===== src/rtl/updn_counter_mod.sv =====
// Parametrised up/down modulo counter with clear, load and wrap flags.
// Build with UDCNT_SATURATE_EN defined to saturate instead of wrapping.
module updn_counter_mod #(
  parameter int              WIDTH  = 3,
  parameter longint unsigned MODULO = 8
) (
  input  logic             clk,
  input  logic             rst_n,
  input  logic             clr,
  input  logic             load,
  input  logic [WIDTH-1:0] load_val,
  input  logic             en,
  input  logic             up_dn,
  output logic [WIDTH-1:0] count,
  output logic             tc,
  output logic             wrapped
);

  localparam int W1 = WIDTH + 1;

  // MODULO may equal 2**WIDTH, so the top
  // value is compared one bit wider.
  localparam logic [W1-1:0] MAXV =
    W1'(MODULO - 1);
  localparam logic [WIDTH-1:0] MAXW =
    WIDTH'(MODULO - 1);
  localparam logic [WIDTH-1:0] ONE =
    WIDTH'(1);

`ifdef UDCNT_SATURATE_EN
  localparam bit SAT = 1'b1;
`else
  localparam bit SAT = 1'b0;
`endif

  logic             at_max;
  logic             at_min;
  logic             term;
  logic             do_clr;
  logic             do_load;
  logic             do_step;
  logic [WIDTH-1:0] up_val;
  logic [WIDTH-1:0] dn_val;
  logic [WIDTH-1:0] ld_val;
  logic [WIDTH-1:0] nxt;
  logic             nxt_wrap;

  // Terminal detection for the current direction.
  always_comb begin
    at_max = {1'b0, count} == MAXV;
    at_min = count == '0;
    term   = up_dn ? at_max : at_min;
  end

  assign tc = en & ~clr & ~load & term;

  // Candidate values: step either way, clamped load.
  always_comb begin
    if (at_max)
      up_val = SAT ? MAXW : '0;
    else
      up_val = count + ONE;
    if (at_min)
      dn_val = SAT ? '0 : MAXW;
    else
      dn_val = count - ONE;
    if ({1'b0, load_val} > MAXV)
      ld_val = MAXW;
    else
      ld_val = load_val;
  end

  // One-hot priority: clr, then load, then en.
  always_comb begin
    do_clr  = clr;
    do_load = ~clr & load;
    do_step = ~clr & ~load & en;
  end

  // Next count and wrap pulse from the winning action.
  always_comb begin
    nxt      = count;
    nxt_wrap = 1'b0;
    unique case (1'b1)
      do_clr:  nxt = '0;
      do_load: nxt = ld_val;
      do_step: begin
        nxt      = up_dn ? up_val : dn_val;
        nxt_wrap = term;
      end
      default: ;
    endcase
  end

  // Count and wrap registers.
  always_ff @(posedge clk or negedge rst_n) begin
    if (!rst_n) begin
      count   <= '0;
      wrapped <= 1'b0;
    end else begin
      count   <= nxt;
      wrapped <= nxt_wrap;
    end
  end

endmodule

===== config.mk =====
export PLATFORM = sky130hd
export DESIGN_NAME = updn_counter_mod
export DESIGN_NICKNAME = d
export VERILOG_FILES = /design/src/rtl/updn_counter_mod.sv
export SDC_FILE = /design/constraint.sdc
export NUM_CORES = 1
export LEC_CHECK = 0
export CAP_MARGIN = 10
export CORE_AREA = 4 4 41 43
export CTS_CLUSTER_SIZE = 24
export DETAILED_ROUTE_END_ITERATION = 8
export DIE_AREA = 0 0 45 47
export PLACE_DENSITY = 0.51
export SLEW_MARGIN = 20
export SYNTH_ARGS = -nofsm -noshare
export SYNTH_HDL_FRONTEND = slang
export SYNTH_SLANG_ARGS = --single-unit

===== constraint.sdc =====
create_clock -name clk -period 2.8 [get_ports clk]
set_clock_uncertainty 0.1 [all_clocks]
set_input_delay 0.42 -clock clk [delete_from_list [all_inputs] [get_ports clk]]
set_output_delay 0.42 -clock clk [all_outputs]
set_load 0.005 [all_outputs]

# --- After elaboration in Yosys (flattened, before gate mapping) ---
# Cells that the tools add are included.
word_totals:
  inputBits: 9
  out_inout_bits: 5
  elab_cells: 21
  reg_bits: 4
op_classes:
  mux: 6
  reduce_logical: 2
  n_bitwise: 8
  n_addsub: 2
  n_eq_ne: 1
op_table:
  columns: ["operator", "count"]
  rows:
  - ["3-bit two-way mux", 3]
  - ["3-bit one-hot mux with 3 select lines", 1]
  - ["1-bit AND", 6]
  - ["3-bit by 1-bit adder with 3-bit output (second input constant)", 1]
  - ["3-bit equality test (second input constant)", 1]
  - ["3-bit logical NOT", 1]
  - ["3-bit nonzero test", 1]
  - ["3-bit by 1-bit subtractor with 3-bit output (second input constant)", 1]
  - ["1-bit two-way mux", 2]
  - ["1-bit NOT", 2]

# --- Logic depth before layout (Yosys ltp) ---
# Gate-level depths: netlist of run 1.
logic_depth:
  ltp_word: 4
  depth_mapped: 6
  depth_no_buf: 6

# --- Worst setup path before layout of run 1 ---
# OpenSTA, ideal clock, no wires.
synth_path:
  path_type: "reg2out"
  startpoint: "register count[0]"
  endpoint: "output port tc"
  path_stages_with_launch: 5
  arrival_time_ns: 1.048
  path_buffers: 0
  required_time_ns: 2.280
  setup_slack_ns: 1.232
  path_cell_list: "dfrtp_1 -> ha_1 -> ha_1 -> a21oi_1 -> nor2_1"
synth_between:
  elab_chain_cells: 3
  word_cells_on_any_way: 4
  classes_between: "eq/ne (1); mux (1); bitwise (1); reduce/logical (1)"
synth_rtl:
  columns: ["element", "line", "rtl"]
  rows:
  - ["from (decl)", "14", "output logic [WIDTH-1:0] count,"]
  - ["from (signal assigned)", "101", "count <= nxt;"]
  - ["3-bit equality test / 3-bit logical NOT (equally long branches)", "50, 51", null]
  - ["1-bit two-way mux (*)", "52", "term = up_dn ? at_max : at_min;"]
  - ["1-bit AND (*)", "55", "assign tc = en & ~clr & ~load & term;"]
  - ["to (decl)", "15", "output logic tc,"]
# Mark *: on every way between the ends. The rest lies on a longest branch, timed or not.

# --- Worst setup path in the final report of run 1 ---
layout_path:
  startpoint: "input port up_dn"
  endpoint: "output port tc"
layout_between:
  elab_chain_cells: 2
layout_rtl:
  columns: ["element", "line", "rtl"]
  rows:
  - ["from (decl)", "13", "input logic up_dn,"]
  - ["1-bit two-way mux", "52", null]
  - ["1-bit AND", "55", null]
# No other way between the ends.

==> results of run 1 <==
-- logic make-up after synthesis --
| logic type | count (synthesis) | share of synthesized area, % |
|---|---|---|
| buf+inv | 4 | 5.14 |
| simple gates | 11 | 18.2 |
| compound gates | 14 | 29.2 |
| flops | 4 | 31.6 |
| fa+ha+maj | 4 | 15.8 |
-- cell usage in the layout (no fill, tap or decap) --
cell type	instances
or3_1	1
clkdlybuf4s50_1	13
o32ai_1	1
a211oi_1	1
o22a_1	2
o21a_1	2
a21oi_1	7
nor3b_1	1
ha_1	4
inv_1	3
a221oi_1	1
clkbuf_4	3
dfrtp_1	4
nand2b_1	1
nand2_2	1
nor4_1	1
nor2_1	5
nor2_2	1
-- worst paths after layout --
path | from | depth (start not counted) | end | slack (ns)
worst max-delay path | up_dn | 5 | tc | 0.43
worst min register to register | count[1]$_DFFE_PN0P_ | 1 | count[1]$_DFFE_PN0P_ | 0.50
min in group clk | count[1]$_DFFE_PN0P_ | 1 | count[1]$_DFFE_PN0P_ | 0.50
worst min-delay path | rst_n | 1 | wrapped$_DFF_PN0_ | 0.29
max in group asynchronous | rst_n | 1 | count[0]$_DFFE_PN0P_ | 2.15
worst max register to register | count[0]$_DFFE_PN0P_ | 5 | count[1]$_DFFE_PN0P_ | 1.18
-- through the flow --
step / instance area [µm²] / util [%] / setup slack (ns)
CTS: 483 / 37.1 / 0.410
finish: 483 / 37.1 / 0.430
floorplan: 317 / - / 1.23
global placement: 460 / 35.4 / 0.435
global route: 483 / 37.1 / 0.288
detailed placement: 460 / 35.4 / 0.416
-- flip-flops by register name, summed over array words and instances, names as in the netlist --
| name | count |
|---|---|
| count | 3 |
| wrapped | 1 |
-- cell type report --
type / count / area share (%)
Inverter: 3 / 2.33
Multi-Input combinational cell: 29 / 41.5
Sequential cell: 4 / 20.7
Clock buffer: 3 / 4.66
Timing Repair Buffer: 13 / 26.9
Tap cell: 15 / 3.89
-- routing by layer --
layer	global-route usage, %	share of wire, %	up-vias
met5	0	0	-
met4	1.75	0	0
met3	3.45	3.9	0
met2	14.4	52	9
met1	8.06	44	124
li1	-	-	166
-- critical path, stage by stage --
cell,delay [ns]
clkdlybuf4s50_1,0.52
nor3b_1,0.22
a21oi_1,0.08
nor2_1,0.11
clkdlybuf4s50_1,0.51
-- power by group --
group / internal (mW) / switching (mW) / leakage (nW) / total, mW
clock: 0.0476 / 0.0192 / 0.0138 / 0.0669
sequential: 0.0624 / 0.00640 / 0.0525 / 0.0688
combinational: 0.0324 / 0.0236 / 0.135 / 0.0560
total: 0.142 / 0.0492 / 0.201 / 0.192
==> out/metrics.yaml, run 1 <==
syn_to_final_growth_pct: 52.6
cts_made_buffers: 3
ant_nets: 0
synth-edff-count: 0
drv_slew: 0
crit_type: "input port to output pin"
ys_seq_elements: 4
routabilityCongestion: 0.646
h-tree-depth: 1
post_cts_buffers: 0
ctsResizeCount: 0
cts_tree: "built"
timing.fmax_mhz: 422
worst_hold_slack_ns: 0.290
grt_pass1_vias: 325
syn_nets: 50
dp_cells: 64
core-area_um2: 1300
yosysMostFrequentCell: "a21oi_1"
drtPass1Iterations: 2
finalSetupViolCount: 0
cts_buffer_depth: 2
status: "finished, final reports clean"
fin_crit_sh_pct: 84.6
required_ns: 2.28
worst-endpoint-arrival_ns: 1.85
drc: 0
finalNonFillerCells: 67
relSlewSlack_pct: 84.2
grt_pass1_wl_um: 1190
worst_pin_slew_ns: 0.235
die_w_um: 45
netlist-cell-type-count: 17
fillCellCount: 145
global_route.usage.total_pct: 7.78
hpwlAfterDp_um: 608
async_flop_share_pct: 100
crit_path_end_kind: "output pin"
vias: 299
path_max_fanout: 8
die_area_um2: 2120
ys_top_cells_by_area: "dfrtp_1 (32%), ha_1 (16%), a21oi_1 (11%), nor2_1 (5.9%), o22a_1 (5.5%)"
cts.sinks: 4
cts_root_buffer: "clkbuf_4"
start_util_pct: 24.3
finalSetupTns_ns: 0
rsz0062_at_grt: "false"
regArea_um2: 100
drive_gt1_share_pct: 9.62
wl_um: 690
grt_max_degree: 9
grt_overflow: 0
synthTopCellsByCount: "a21oi_1 (7), nor2_1 (5), dfrtp_1 (4), ha_1 (4), inv_1 (3)"
clock_latency_ns: 0.23
seq_area_frac_synth_pct: 31.6
p_leak_nw: 0.201
period_needed_ns: 2.37
multi_input_area_um2: 200
hold_class: "input port to async pin"
antenna_found_initial: 0
drv_cap: 0
pin_count: 14
synth.largest_area_cell: "dfrtp_1"
synth_top_area_share_pct: 31.6
synthesis.area_per_instance_um2: 8.56
clk_pin_slew_ns: 0.04
hold_viol_final: 0
wire_per_inst_um: 10.3
ys_warn_count: 0
postCtsHoldBufs: 0
drt-vias-per-instance: 4.46
powerDensity_nw_per_um2: 397
crit_path_start_kind: "input port"
final_nets: 67
ir_drop_mv: 0.249
numPortBuffers: 13
drt_iter0_drc: 2
diodes: 0
syn-instance-count: 37
synth-main-ff-cell: "dfrtp_1"
fp.dieH_um: 47
synth_area_um2: 317
rows: 13
p_total_mw: 0.192
(Power assumes the default switching activity.)
==> run 2: changes to the inputs <==
- clock period: 2.8 -> 2.3 ns (I/O delays scaled with it)
==> out/metrics.yaml, run 2 (synthesis gave the netlist of run 1 again) <==
status: "finished, final reports clean"
numPortBuffers: 13
final_nets: 71
crit_path_end_kind: "output pin"
drt-vias-per-instance: 4.66
syn_to_final_growth_pct: 63.6
layout_setup_ws_ns: 0.374
powerDensity_nw_per_um2: 477
antenna_found_initial: 0
fin_crit_sh_pct: 83.7
reg_top3: "count x3, wrapped x1"
die_w_um: 45
crit_buf_inv: 1
cts.sinks: 4
global_route.usage.total_pct: 9.42
path_max_fanout: 4
grt_overflow: 0
wl_um: 770
period_needed_ns: 1.93
reg2reg_slack_ns: 0.76
core-area_um2: 1300
finalSetupViolCount: 0
hold_class: "input port to async pin"
grt_pass1_wl_um: 1280
drive_gt1_share_pct: 17.9
cts_made_buffers: 3
relSlewSlack_pct: 81.8
ant_nets: 0
cp_slowest_cell: "dfrtp_1"
cts_buffer_depth: 2
timing.fmax_mhz: 519
worst_pin_slew_ns: 0.271
hold_viol_final: 0
crit_family: "flip-flops"
drtPass1Iterations: 4
worst-endpoint-arrival_ns: 1.48
path_cells: "ha_1 -> ha_1 -> a21oi_1 -> nor2_1 -> dlymetal6s2s_1"
clk_pin_slew_ns: 0.04
postCtsHoldBufs: 0
layout_common_cells: "clkdlybuf4s50_1 (12), a21oi_1 (7), nor2_1 (5)"
vias: 331
pre_cts_slack_ns: 0.177
fp.dieH_um: 47
ir_drop_mv: 0.267
rows: 13
h-tree-depth: 1
crit_path_start_kind: "flop"
diodes: 0
clock_latency_ns: 0.24
cpMostUsedCell: "ha_1"
slowest_delay_ns: 0.40
grt_pass1_vias: 311
rsz0062_at_grt: "false"
cts_tree: "built"
largest_reg_flops: 3
crit_type: "flop to output pin"
fillCellCount: 141
drt_iter0_drc: 9
final_common_cell: "clkdlybuf4s50_1"
drc: 0
finalSetupTns_ns: 0
post_cts_buffers: 0
wire_per_inst_um: 10.8
drv_cap: 0
cts_root_buffer: "clkbuf_4"
hpwlAfterDp_um: 630
start_util_pct: 24.3
top_register: "count"
routabilityCongestion: 0.727
pin_count: 14
die_area_um2: 2120
p_leak_nw: 0.238
ctsResizeCount: 0
drv_slew: 0
required_ns: 1.86
grt_max_degree: 8
run 2: cell types whose count changed in the layout (fill, tap and decap cells not counted):
| cell | delta |
|---|---|
| dlymetal6s2s_1 | +1 |
| ha_1 | -1 |
| clkdlybuf4s50_1 | -1 |
| ha_2 | +1 |
| buf_4 | +4 |
run 2: area by class of cell:
| type | count | area [µm²] | area share, % |
|---|---|---|---|
| well taps | 15 | 18.8 | 3.62 |
| clock buffers | 3 | 22.5 | 4.35 |
| inverters | 3 | 11.3 | 2.17 |
| flip-flops and latches | 4 | 100 | 19.3 |
| repair buffers | 17 | 163 | 31.4 |
| multi-input cells | 29 | 203 | 39.1 |
run 2: report_power, final:
part           switching [mW]  internal (mW)
clock                  0.0291         0.0584
sequential            0.00625         0.0760
combinational          0.0321         0.0450
total                  0.0674          0.179
run 2: worst paths after layout:
check / from / end / cells past startpoint
max: count[1]$_DFFE_PN0P_ / tc / 5
min: rst_n / count[2]$_DFFE_PN0P_ / 1
max reg2reg: count[1]$_DFFE_PN0P_ / count[1]$_DFFE_PN0P_ / 5
min reg2reg: count[1]$_DFFE_PN0P_ / count[1]$_DFFE_PN0P_ / 1
max in group asynchronous: rst_n / count[0]$_DFFE_PN0P_ / 1
min in group clk: count[1]$_DFFE_PN0P_ / count[1]$_DFFE_PN0P_ / 1
run 2: metal layers:
layer  GRT usage (%)  wire length, µm  share of wire (%)
met1            11.2              353                 46
met2            11.3              346                 45
met3            6.90               60                7.8
met4            7.02               10                1.3
met5               0                0                  0
run 2: stage by stage:
step           total power, mW  cells  hold slack [ns]  area, µm²  utilization (%)
2_1_floorplan            0.117     37          -0.0506        317                -
3_3_place_gp             0.161     68            0.462        490             37.7
3_5_place_dp             0.160     68            0.458        490             37.7
4_1_cts                  0.252     71            0.202        513             39.4
5_1_grt                  0.269     71            0.206        518             39.8
6_report                 0.247     71            0.204        518             39.8
==> run 3: changes to the inputs <==
- clock period: 2.3 -> 1.9 ns (I/O delays scaled with it)
==> out/metrics.yaml, run 3 (synthesis gave the netlist of run 1 again) <==
crit_path_start_kind: "flop"
die_w_um: 45
wire_per_inst_um: 10.8
crit_path_end_kind: "output pin"
final_common_cell: "clkdlybuf4s50_1"
crit_type: "flop to output pin"
switchingPower_mw: 0.0840
rows: 13
cts_root_buffer: "clkbuf_4"
vias: 344
cts.sinks: 4
design_area_um2: 573
routabilityCongestion: 0.711
pin_count: 14
drv_cap: 0
hold_viol_final: 0
powerDensity_nw_per_um2: 549
drt_iter0_drc: 0
reg_top3: "count x3, wrapped x1"
largest_reg_flops: 3
reg2reg_slack_ns: 0.27
ir_drop_mv: 0.325
drt-vias-per-instance: 4.47
layout_common_cells: "clkdlybuf4s50_1 (12), buf_4 (10), a21oi_1 (6)"
top_register: "count"
period_needed_ns: 1.79
numPortBuffers: 13
netSwitchingFraction_pct: 26.7
global_route.usage.total_pct: 8.86
post_cts_buffers: 0
worst_pin_slew_ns: 0.298
status: "finished, final reports clean"
finalSetupTns_ns: 0
drtPass1Iterations: 1
grt_pass1_wl_um: 1310
antenna_found_initial: 0
pwr-share-clk_pct: 33.0
pwr-share-comb_pct: 35.2
ant_nets: 0
fp.dieH_um: 47
grt_overflow: 0
core-area_um2: 1300
hold_class: "input port to async pin"
die_area_um2: 2120
rsz0062_at_grt: "false"
diodes: 0
start_util_pct: 24.3
fin_crit_sh_pct: 94.2
cts_made_buffers: 3
worst-endpoint-arrival_ns: 1.41
clock_latency_ns: 0.23
final_nets: 77
seq_power_share_pct: 31.9
relSlewSlack_pct: 80.2
clk_pin_slew_ns: 0.04
path_max_fanout: 3
cts_tree: "built"
hpwlAfterDp_um: 686
dpl_cell_area_um2: 536
internal-power_mw: 0.230
finalSetupViolCount: 0
grt_pass1_vias: 343
timing.fmax_mhz: 559
p_leak_nw: 0.251
drc: 0
h-tree-depth: 1
syn_to_final_growth_pct: 81.0
wl_um: 832
drive_gt1_share_pct: 32.3
drv_slew: 0
cts_buffer_depth: 2
grt_max_degree: 8
required_ns: 1.51
[run 3: cell types whose count changed in the layout (fill, tap and decap cells not counted), sizes merged]
cell / previous run / this run
buf: 4 / 10
clkbuf: 3 / 4
dlymetal6s2s: 1 / 0
[run 3: final timing paths]
path / startpoint / to / cells past startpoint
max reg2reg: count[0]$_DFFE_PN0P_ / count[1]$_DFFE_PN0P_ / 6
min: rst_n / wrapped$_DFF_PN0_ / 1
min in group clk: count[1]$_DFFE_PN0P_ / count[1]$_DFFE_PN0P_ / 2
max in group asynchronous: rst_n / count[2]$_DFFE_PN0P_ / 1
min reg2reg: count[1]$_DFFE_PN0P_ / count[1]$_DFFE_PN0P_ / 2
max: count[0]$_DFFE_PN0P_ / tc / 6
[run 3: cell type report]
cell class                 count  area, µm²
clock buffer                   3       22.5
fill                         142        728
inverter                       3       11.3
multi-input combinational     29        220
sequential                     4        100
tap                           15       18.8
timing repair buffer          23        200
[run 3: metrics by stage]
stage	hold WS (ns)	power, mW	setup slack [ns]	utilization [%]	instances
after global placement	0.399	0.206	-0.126	41.2	74
after detailed placement	0.402	0.205	-0.128	41.2	74
after CTS	0.146	0.318	0.000230	43.7	77
after floorplan	-0.111	0.142	0.377	-	37
after global routing	0.152	0.342	0.0168	44.0	77
final	0.150	0.314	0.110	44.0	77
[run 3: metal layers]
| layer | routed length, µm | up-vias | track usage, % | share of wire, % |
|---|---|---|---|---|
| li1 | - | 187 | - | - |
| met1 | 390 | 148 | 9.59 | 47 |
| met2 | 405 | 9 | 15.5 | 49 |
| met3 | 36 | 0 | 4.60 | 4.3 |
| met4 | 0 | 0 | 1.75 | 0 |
| met5 | 0 | - | 0 | 0 |
[run 3: timing repair]
action                     CTS  global route
resized for setup            4             4
pin swaps                    0             0
setup endpoints to repair    1             1
hold buffers                 0             0
cloned                       0             0
[run 3: worst max-delay path, cell delays in order (launching register included)]
cell and delay [ns]:
dfrtp_1 0.39, inv_1 0.08, ha_2 0.20, nor3b_4 0.19, a21oi_2 0.05, nor2_1 0.13, clkbuf_2 0.13
[run 3: power groups by stage]
| stage | combinational, mW | sequential [mW] | clock, mW |
|---|---|---|---|
| floorplan | 0.0410 | 0.101 | 0 |
| global placement | 0.105 | 0.100 | 0 |
| detailed placement | 0.105 | 0.100 | 0 |
| CTS | 0.108 | 0.0995 | 0.111 |
| global route | 0.120 | 0.101 | 0.121 |
| finish | 0.111 | 0.100 | 0.104 |
